`src/rtl/fetch_pkg.sv`:
```
// Shared types and helpers for the picoMIPS fetch sequencer.
package fetch_pkg;

  localparam int PA_WIDTH_DEF = 4;
  // Widest program address the branch helper supports.
  localparam int PA_MAX = 16;

  typedef enum logic [2:0] {
    IDLE    = 3'd0,
    RUN     = 3'd1,
    WAIT_HI = 3'd2,
    WAIT_LO = 3'd3,
    HALT    = 3'd4
  } state_t;

  // Callers truncate the result to their own address width, so the add wraps modulo 2^width.
  function automatic logic [PA_MAX-1:0] next_pc(input logic [PA_MAX-1:0] pc,
                                                input logic [PA_MAX-1:0] off);
    return pc + off;
  endfunction

endpackage

```
`src/rtl/fetch_ctrl.sv`:
```
// Program counter and fetch sequencer driving the combinational program memory.
//
// state   | meaning
// IDLE    | after reset, PC=0, waiting for start
// RUN     | executing one instruction per cycle
// WAIT_HI | waiting for ext_ready to go high
// WAIT_LO | waiting for ext_ready to go low again
// HALT    | stopped, PC held, start restarts from 0
module fetch_ctrl
  import fetch_pkg::*;
#(
  parameter int PA_WIDTH = PA_WIDTH_DEF,
  parameter bit WRAP     = 1'b1
) (
  input  logic                clk,
  input  logic                n_reset,
  input  logic                start,
  input  logic                halt_req,
  input  logic                wait_req,
  input  logic                jump,
  input  logic [PA_WIDTH-1:0] jump_addr,
  input  logic                branch,
  input  logic [PA_WIDTH-1:0] branch_off,
  input  logic                ext_ready,
  output logic [PA_WIDTH-1:0] address,
  output logic                instr_valid,
  output logic                ext_ack,
  output logic                halted
);

  state_t              state, state_nxt;
  logic [PA_WIDTH-1:0] pc, pc_nxt;
  logic                ack_nxt;
  logic                at_max;

  assign at_max = &pc;

  always_comb begin
    state_nxt = state;
    pc_nxt    = pc;
    ack_nxt   = 1'b0;
    case (state)
      IDLE: begin
        if (start) state_nxt = RUN;
      end
      RUN: begin
        if (halt_req) begin
          state_nxt = HALT;
        end else if (wait_req) begin
          state_nxt = WAIT_HI;
        end else if (jump) begin
          pc_nxt = jump_addr;
        end else if (branch) begin
          pc_nxt = PA_WIDTH'(next_pc(PA_MAX'(pc), PA_MAX'($signed(branch_off))));
        end else if (at_max && !WRAP) begin
          state_nxt = HALT;
        end else begin
          pc_nxt = pc + PA_WIDTH'(1);
        end
      end
      WAIT_HI: begin
        if (ext_ready) state_nxt = WAIT_LO;
      end
      WAIT_LO: begin
        if (!ext_ready) begin
          ack_nxt = 1'b1;
          // Resuming past the last address follows the same wrap rule as a plain increment.
          if (at_max && !WRAP) begin
            state_nxt = HALT;
          end else begin
            state_nxt = RUN;
            pc_nxt    = pc + PA_WIDTH'(1);
          end
        end
      end
      HALT: begin
        if (start) begin
          state_nxt = RUN;
          pc_nxt    = '0;
        end
      end
      default: begin
        state_nxt = IDLE;
        pc_nxt    = '0;
      end
    endcase
  end

  always_ff @(posedge clk or negedge n_reset) begin
    if (!n_reset) begin
      state   <= IDLE;
      pc      <= '0;
      ext_ack <= 1'b0;
    end else begin
      state   <= state_nxt;
      pc      <= pc_nxt;
      ext_ack <= ack_nxt;
    end
  end

  assign address     = pc;
  assign instr_valid = (state == RUN);
  assign halted      = (state == HALT);

endmodule

```
`config.mk`:
```
export PLATFORM = sky130hd
export DESIGN_NAME = fetch_ctrl
export DESIGN_NICKNAME = d
export VERILOG_FILES = /design/src/rtl/fetch_pkg.sv /design/src/rtl/fetch_ctrl.sv
export SDC_FILE = /design/constraint.sdc
export NUM_CORES = 1
export LEC_CHECK = 0
export ABC_AREA = 1
export BUFFER_PORTS_ARGS = -buffer_cell sky130_fd_sc_hd__buf_2
export CAP_MARGIN = 20
export CORE_UTILIZATION = 53
export DETAILED_ROUTE_END_ITERATION = 7
export PLACE_DENSITY = 0.82
export REMOVE_ABC_BUFFERS = 1
export SLEW_MARGIN = 10
export SYNTH_ARGS = -nofsm -noshare
export SYNTH_HDL_FRONTEND = slang
export SYNTH_SLANG_ARGS = --single-unit
```
`constraint.sdc`:
```
create_clock -name clk -period 2.6 [get_ports clk]
set_input_delay 0.52 -clock clk [delete_from_list [all_inputs] [get_ports clk]]
set_output_delay 0.52 -clock clk [all_outputs]
set_load 0.02 [all_outputs]
```
==> flow_summary.yaml, run 1 <==
clocking:
  insertion_delay_ns: 0.25
  cts-resized-gates: 0
  clkTransAtPathRegs_ns: 0.06
  cts_buffer_depth: 2
  cts_made_buffers: 3
  cts-root-buf: "clkbuf_4"
  htree_levels: 1
  cts_tree: "built"
  clkSinkCount: 8
  cts_hold_buffers: 0
  cts_post_setup_buffers_inserted: 0
floorplan:
  initial_core_util_pct: 57.0
  die-area_um2: 1530
  die_h_um: 39.2
  ios: 23
  core_um2: 1280
  row_count: 13
  fp.dieW_um: 39.2
yosys:
  synth-seq-area-share_pct: 27.4
  syn_inst: 102
  ys_types: 28
  yosys_warnings: 0
  synth_seq_cells: 8
  avgSynthCellArea_um2: 7.18
  synth_area_um2: 732
cells_and_area:
  final_nets: 150
  fillers: 118
  fin_cells: 142
  diodes: 0
  drive_above_1_share_pct: 33.1
  layout_common_cells: "24 x nand2_1, 22 x buf_2, 11 x inv_1"
  final-seq-area_um2: 200
  area_growth_syn_to_layout_pct: 20.7
  multi_input_area_um2: 467
  final_common_cell: "nand2_1"
  final_area_um2: 883
timing:
  max_freq_mhz: 582
  tns_ns: 0
  setup_violations: 0
  tightest_slew_ns: 0.276
  fin_crit_ns: 1.72
  report.final.slew_viol_count: 0
  slew_headroom_pct: 81.6
  final_hold_viol_count: 0
  rsz0062_at_grt: "no"
  finClkSkew_ns: 0.00591
  min_period_over_period_pct: 66.1
worst_setup_path:
  path_class: "reg2reg"
  cp.required_ns: 2.79
  worstRegToRegCells: 8
  cp_max_fo: 8
  end_kind: "flop"
  cp.arrival_ns: 1.91
  cp-start-kind: "flop"
  r2r-start: "address[0]"
  r2r_slack_ns: 0.88
  r2r_end: "address[1]"
grt:
  grt_max_degree: 9
  grt_pass1_wl_um: 2590
  antenna_found_initial: 0
  grt_use_total_pct: 24.4
  grt_pass1_vias: 664
  gr-total-overflow: 0
pwr:
  pwr-share-seq_pct: 27.2
  power_mw: 0.971
  power.leakage_nw: 0.503
  clkPwrFrac_pct: 9.5
  power_density_nw_per_um2: 1100
  combPwrFrac_pct: 63.3
  p_int_mw: 0.464
  switchingPower_mw: 0.507
  p_sw_share_pct: 52.2
  ir_worst_vdd_uv: 593
detailed_routing:
  drtIter0Drc: 28
  wl_per_cell_um: 10.8
  via_per_inst: 5.17
  wl_um: 1530
  vias: 734
  detail-route-antenna-nets: 0
  drc_errors: 0
  dr.pass1.iters: 4
placement:
  finalWeightedCongestion: 0.758
  dpl.hpwl_um: 1280
  placed_cells: 139
  placed_cell_area_um2: 861
  io_buffers: 22
min_path:
  min_path_type: "in2async"
job:
  maxCapViolCount: 0
outcome:
  status: "completed"
power groups by stage:
stage                     registers, mW  clock network (mW)  logic (mW)
after detailed placement          0.266                   0       0.616
after global routing              0.275               0.104       0.696
after global placement            0.262                   0       0.594
after floorplan                   0.285                   0       0.442
final                             0.264              0.0922       0.614
after CTS                         0.264              0.0944       0.619
worst max-delay path, stage by stage, from the launching register on:
cell and delay (ns):
dfrtp_1 0.46, ha_1 0.25, fa_1 0.49, nand2_1 0.05, o21ai_0 0.07, nor2_1 0.06, o22ai_1 0.15, nand2_1 0.07
nand2_1 0.06
metrics by stage:
stage               worst slack, ns  hold WS, ns  utilization (%)
floorplan                     0.942        0.224                -
global placement              0.750        0.368             67.0
detailed placement            0.729        0.367             67.0
CTS                           0.856        0.103             68.7
global route                  0.763        0.101             68.7
finish                        0.880        0.100             68.7
layout make-up:
cell class	count	share of cell area (%)
multi-input cells	78	52.8
clock buffers	3	2.55
well taps	15	2.12
flip-flops and latches	8	22.7
repair buffers	22	12.5
inverters	16	7.37
routing by layer:
layer / global-route usage, % / wire length (µm)
met5: 0 / 0
met1: 29.0 / 646
met4: 0.862 / 0
met2: 47.1 / 834
met3: 4.05 / 53
cells by family after synthesis:
logic type / Yosys count / share of synthesized area, %
compound gates: 17 / 14.9
buf+inv: 16 / 8.89
fa+ha+maj: 5 / 9.57
flops: 8 / 27.4
xor+xnor: 4 / 4.79
simple gates: 52 / 34.5
how the worst max path moves through the flow:
stage / startpoint / to / cells after the start
finish: address[0] / address[1] / 8
global route: address[0] / address[1] / 8
CTS: address[0] / address[1] / 8
detailed placement: branch_off[0] / address[1] / 9
global placement: branch_off[0] / address[1] / 9
floorplan: address[0] / address[2] / 7
sequential cells by signal, summed over array words and instances, names as in the netlist:
| name | count |
|---|---|
| address | 4 |
| state | 3 |
| ext_ack | 1 |
synthesized netlist by cell type, drive strengths merged:
library cell	instances	share of area, %
o211ai	2	2.7
dfrtp	8	27
nand2	26	15
ha	4	6.8
clkinv	1	1.2
xnor2	1	1.2
and2b	1	1.0
o21ai	9	6.7
nand3	10	9.2
nor3	1	0.68
nand4	1	0.86
o22ai	2	1.7
a21oi	4	3.8
fa	1	2.7
xor2	3	3.6
or2	1	0.86
nor2	12	7.2
inv	15	7.7
Note: power is estimated with default switching activity, not from simulation.
==> inputs of run 2 (changes only) <==
--- a/config.mk
+++ b/config.mk
@@ -8,9 +8,9 @@
 export ABC_AREA = 1
 export BUFFER_PORTS_ARGS = -buffer_cell sky130_fd_sc_hd__buf_2
 export CAP_MARGIN = 20
-export CORE_UTILIZATION = 53
+export CORE_UTILIZATION = 49
 export DETAILED_ROUTE_END_ITERATION = 7
-export PLACE_DENSITY = 0.82
+export PLACE_DENSITY = 0.77
 export REMOVE_ABC_BUFFERS = 1
 export SLEW_MARGIN = 10
 export SYNTH_ARGS = -nofsm -noshare
==> constraint.sdc (replaced) <==
create_clock -name clk -period 1.7 [get_ports clk]
set_input_delay 0.34 -clock clk [delete_from_list [all_inputs] [get_ports clk]]
set_output_delay 0.34 -clock clk [all_outputs]
set_load 0.02 [all_outputs]
==> run 2 against run 1 <==
  * Sequential cell count unchanged
  * Combinational power up 63%
  * Clock power up 57%
  * Global-route usage up 1.4 points
  * Largest cell class unchanged
  * Largest power group unchanged
  * Highest routed layer is now met4
==> flow_summary.yaml, run 2 (same netlist as run 1, synthesis figures left out) <==
floorplan:
  fp.dieW_um: 40.7
  die-area_um2: 1650
  initial_core_util_pct: 54.2
  row_count: 13
  ios: 23
  die_h_um: 40.7
  core_um2: 1350
placement:
  io_buffers: 22
  dpl.hpwl_um: 1330
  finalWeightedCongestion: 0.771
detailed_routing:
  dr.pass1.iters: 4
  detail-route-antenna-nets: 0
  wl_per_cell_um: 11.1
  drc_errors: 0
  via_per_inst: 5.15
  vias: 747
  wl_um: 1600
  drtIter0Drc: 9
worst_setup_path:
  cp_max_fo: 6
  cp-startpoint: "state[0]"
  path_class: "reg2out"
  cp.required_ns: 1.36
  r2r_slack_ns: 0.16
  r2r-start: "address[0]"
  cp-endpoint: "instr_valid"
  cp-start-kind: "flop"
  cp.arrival_ns: 1.21
  worstRegToRegCells: 8
  end_kind: "primary output"
  r2r_end: "address[1]"
timing:
  min_period_over_period_pct: 91.0
  fin_crit_ns: 1.55
  finClkSkew_ns: 0.00462
  slew_headroom_pct: 81.1
  rsz0062_at_grt: "no"
  report.final.slew_viol_count: 0
  timing.hold.ws_ns: 0.285
  tightest_slew_ns: 0.284
  max_freq_mhz: 646
  tns_ns: 0
  setup_violations: 0
  final_hold_viol_count: 0
cells_and_area:
  final_common_cell: "nand2_1"
  layout_common_cells: "24 x nand2_1, 22 x buf_2, 11 x inv_1"
  diodes: 0
  final_nets: 153
  largest_register_ffs: 4
  drive_above_1_share_pct: 34.6
  area_growth_syn_to_layout_pct: 24.4
  fillers: 132
clocking:
  clkTransAtPathRegs_ns: 0.05
  htree_levels: 1
  cts-root-buf: "clkbuf_4"
  cts_post_setup_buffers_inserted: 0
  clkSinkCount: 8
  cts_made_buffers: 3
  cts_tree: "built"
  insertion_delay_ns: 0.25
  cts_buffer_depth: 2
pwr:
  power_density_nw_per_um2: 1670
  ir_worst_vdd_uv: 809
  power.leakage_nw: 0.515
grt:
  grt_busiest_layer: "met2"
  gr-total-overflow: 0
  use_met2_pct: 47.6
  grt.met3_usage_pct: 5.43
  grt_use_met1_pct: 28.0
  grt_use_total_pct: 25.8
  grt_pass1_wl_um: 2790
  grt_pass1_vias: 706
  antenna_found_initial: 0
  grt_max_degree: 9
job:
  maxCapViolCount: 0
min_path:
  hold_start: "ext_ready"
  min_path_type: "in2reg"
outcome:
  status: "completed"
[run 2: cell count changes in the layout (fill, tap and decap cells not counted)]
cell / previous run / this run
buf_4: 0 / 2
dlygate4sd3_1: 0 / 1
ha_1: 4 / 3
ha_2: 0 / 1
[run 2: critical path, stage by stage, from the launching register on]
cell      delay [ns]
dfrtp_1         0.44
inv_2           0.07
nor2_2          0.13
nand2_4         0.09
clkinv_4        0.08
buf_2           0.16
[run 2: how the worst min path moves through the flow]
stage            endpoint  cells after the start
2_1_floorplan  address[0]                      0
3_3_place_gp   address[3]                      1
3_5_place_dp   address[3]                      1
4_1_cts           ext_ack                      2
5_1_grt           ext_ack                      2
6_report          ext_ack                      2
[run 2: final cells by class]
type | instances | area [µm²] | share of cell area (%)
timing repair buffer | 25 | 135 | 14.8
clock buffer | 3 | 22.5 | 2.47
tap | 15 | 18.8 | 2.06
inverter | 16 | 65.1 | 7.14
multi-input combinational | 78 | 469 | 51.5
sequential | 8 | 200 | 22.0
[run 2: per-stage QoR]
stage | instances | instance area, µm² | worst slack [ns] | power, mW | util (%)
final | 145 | 911 | 0.152 | 1.52 | 67.5
after global routing | 145 | 911 | 0.0139 | 1.68 | 67.5
after CTS | 145 | 908 | 0.135 | 1.52 | 67.3
after detailed placement | 141 | 876 | 0.0566 | 1.37 | 64.9
after global placement | 141 | 876 | 0.0867 | 1.35 | 64.9
after floorplan | 102 | 732 | 0.0422 | 1.11 | -
[run 2: report_power, final]
part	internal, mW	switching (mW)	total (mW)
registers	0.273	0.101	0.375
clock network	0.0807	0.0638	0.145
logic	0.385	0.613	0.998
[run 2: what timing repair did]
| action | 4_1_cts | 5_1_grt |
|---|---|---|
| resized for setup | 0 | 1 |
| hold buffers | 1 | 0 |
| endpoints found under the hold margin | 8 | 0 |
| setup endpoints to repair | 0 | 1 |
[run 2: routing by layer]
layer	routed length (µm)	vias to the layer above
met1	667	339
li1	-	388
met2	887	18
met5	0	-
met3	40	2
met4	8	0
==> inputs of run 3 (changes only) <==
--- a/config.mk
+++ b/config.mk
@@ -8,11 +8,12 @@
 export ABC_AREA = 1
 export BUFFER_PORTS_ARGS = -buffer_cell sky130_fd_sc_hd__buf_2
 export CAP_MARGIN = 20
-export CORE_UTILIZATION = 49
+export CORE_ASPECT_RATIO = 1.25
+export CORE_UTILIZATION = 44
 export DETAILED_ROUTE_END_ITERATION = 7
-export PLACE_DENSITY = 0.77
+export GPL_TIMING_DRIVEN = 0
+export PLACE_DENSITY = 0.73
 export REMOVE_ABC_BUFFERS = 1
-export SLEW_MARGIN = 10
 export SYNTH_ARGS = -nofsm -noshare
 export SYNTH_HDL_FRONTEND = slang
 export SYNTH_SLANG_ARGS = --single-unit
==> constraint.sdc (replaced) <==
create_clock -name clk -period 1.4 [get_ports clk]
set_input_delay 0.28 -clock clk [delete_from_list [all_inputs] [get_ports clk]]
set_output_delay 0.28 -clock clk [all_outputs]
set_load 0.02 [all_outputs]
==> run 3 against run 2 <==
  * Count of clock-buffer cells in the layout unchanged
  * Critical path depth up 3
  * Die area up 11%
  * Largest power group unchanged
  * Non-clock buffer count up 7
  * Sequential power up 29%
  * Sequential cell count unchanged
  * Cell count up 6.9%
  * The flow now finishes with violations (setup timing)
==> flow_summary.yaml, run 3 (same netlist as run 1, synthesis figures left out) <==
outcome:
  status: "complete, but fails checks"
  violations: "setup timing"
grt:
  antenna_found_initial: 0
  grt_pass1_vias: 673
  grt_use_total_pct: 20.4
  gr-total-overflow: 0
  grt_max_degree: 9
  grt_pass1_wl_um: 2520
placement:
  io_buffers: 22
  pre_cts_ws_ns: -0.313
  placed_cells: 142
  finalWeightedCongestion: 0.771
  dpl.hpwl_um: 1300
detailed_routing:
  dr.pass1.iters: 4
  drc_errors: 0
  wl_um: 1840
  vias: 792
  drtIter0Drc: 7
  via_per_inst: 5.11
  detail-route-antenna-nets: 0
  wl_per_cell_um: 11.9
cells_and_area:
  drive_above_1_share_pct: 45.3
  area_growth_syn_to_layout_pct: 41.4
  fillers: 140
  fin_util_pct: 66.3
  diodes: 0
  final_common_cell: "nand2_1"
  largest_register_ffs: 4
  final_nets: 160
  fin_cells: 155
  layout_common_cells: "23 x nand2_1, 21 x buf_2, 11 x inv_1"
timing:
  fin_crit_ns: 1.56
  rsz0062_at_grt: "yes"
  min_period_over_period_pct: 111
  finClkSkew_ns: 0.00300
  setup_violations: 3
  report.final.slew_viol_count: 0
  tightest_slew_ns: 0.279
  slew_headroom_pct: 81.4
  tns_ns: -0.247
  max_freq_mhz: 641
  final_hold_viol_count: 0
  fin_ws_ns: -0.160
pwr:
  p_int_mw: 1.08
  power_mw: 2.14
  ir_worst_vdd_uv: 1380
  power.leakage_nw: 0.553
  combPwrFrac_pct: 69.3
  pwr-share-seq_pct: 22.5
  power_density_nw_per_um2: 2060
  p_sw_share_pct: 49.4
  clkPwrFrac_pct: 8.2
  switchingPower_mw: 1.05
clocking:
  clkTransAtPathRegs_ns: 0.05
  insertion_delay_ns: 0.25
  cts-root-buf: "clkbuf_4"
  cts_made_buffers: 3
  cts_tree: "built"
  htree_levels: 1
  clkSinkCount: 8
  cts_buffer_depth: 2
worst_setup_path:
  worstRegToRegCells: 8
  r2r-start: "address[0]"
  r2r_end: "address[1]"
  cp-start-kind: "flop"
  cp.arrival_ns: 1.74
  r2r_slack_ns: -0.16
  path_class: "reg2reg"
  end_kind: "flop"
  cp.required_ns: 1.58
  cp_max_fo: 2
min_path:
  min_to: "ext_ack"
  holdPathStages: 2
  hold_start: "ext_ready"
  min_path_type: "in2reg"
floorplan:
  die-area_um2: 1830
  die_h_um: 47.6
  core_um2: 1560
  ios: 23
  fp.dieW_um: 38.5
  row_count: 16
  initial_core_util_pct: 46.9
job:
  maxCapViolCount: 0
run 3: how the worst max path moves through the flow:
stage / from / end / slack [ns] / cells past startpoint
2_1_floorplan: address[0] / address[2] / -0.26 / 7
3_3_place_gp: address[0] / address[1] / -0.26 / 8
3_5_place_dp: address[0] / address[2] / -0.31 / 7
4_1_cts: address[0] / address[1] / -0.16 / 8
5_1_grt: address[0] / address[1] / -0.29 / 8
6_report: address[0] / address[1] / -0.16 / 8
run 3: area by class of cell:
type | instances | area [µm²] | area share (%)
flip-flops and latches | 8 | 204 | 19.7
inverters | 16 | 65.1 | 6.29
well taps | 18 | 22.5 | 2.18
clock buffers | 3 | 22.5 | 2.18
repair buffers | 32 | 190 | 18.4
multi-input cells | 78 | 531 | 51.3
run 3: per-stage QoR:
step	instance area (µm²)	hold slack [ns]
2_1_floorplan	732	-0.0156
3_3_place_gp	865	0.131
3_5_place_dp	865	0.134
4_1_cts	973	0.217
5_1_grt	1030	0.235
6_report	1030	0.237
run 3: critical path, cell delays in order (launching register included):
cell and delay [ns]:
dfrtp_2 0.42, ha_4 0.17, fa_2 0.51, nand2_1 0.04, o21ai_1 0.07, nor2_1 0.05, o22ai_1 0.11, nand2_1 0.06
nand2_1 0.06
run 3: routing by layer:
| metal | up-vias | track usage, % | wire [µm] |
|---|---|---|---|
| li1 | 404 | - | - |
| met1 | 368 | 17.8 | 639 |
| met2 | 18 | 42.7 | 1130 |
| met3 | 2 | 1.40 | 51 |
| met4 | 0 | 13.1 | 19 |
| met5 | - | 0 | 0 |
run 3: power by group through the flow:
stage | registers (mW) | clock network (mW) | logic [mW]
2_1_floorplan | 0.529 | 0 | 0.821
3_3_place_gp | 0.482 | 0 | 1.11
3_5_place_dp | 0.488 | 0 | 1.13
4_1_cts | 0.474 | 0.182 | 1.32
5_1_grt | 0.493 | 0.193 | 1.64
6_report | 0.482 | 0.174 | 1.48
run 3: what timing repair did:
item,4_1_cts,5_1_grt
hold endpoints to repair,8,0
buffers inserted,5,4
pin swaps,4,5
endpoints found under the setup margin,5,6
resized for setup,10,8
hold buffers,1,0
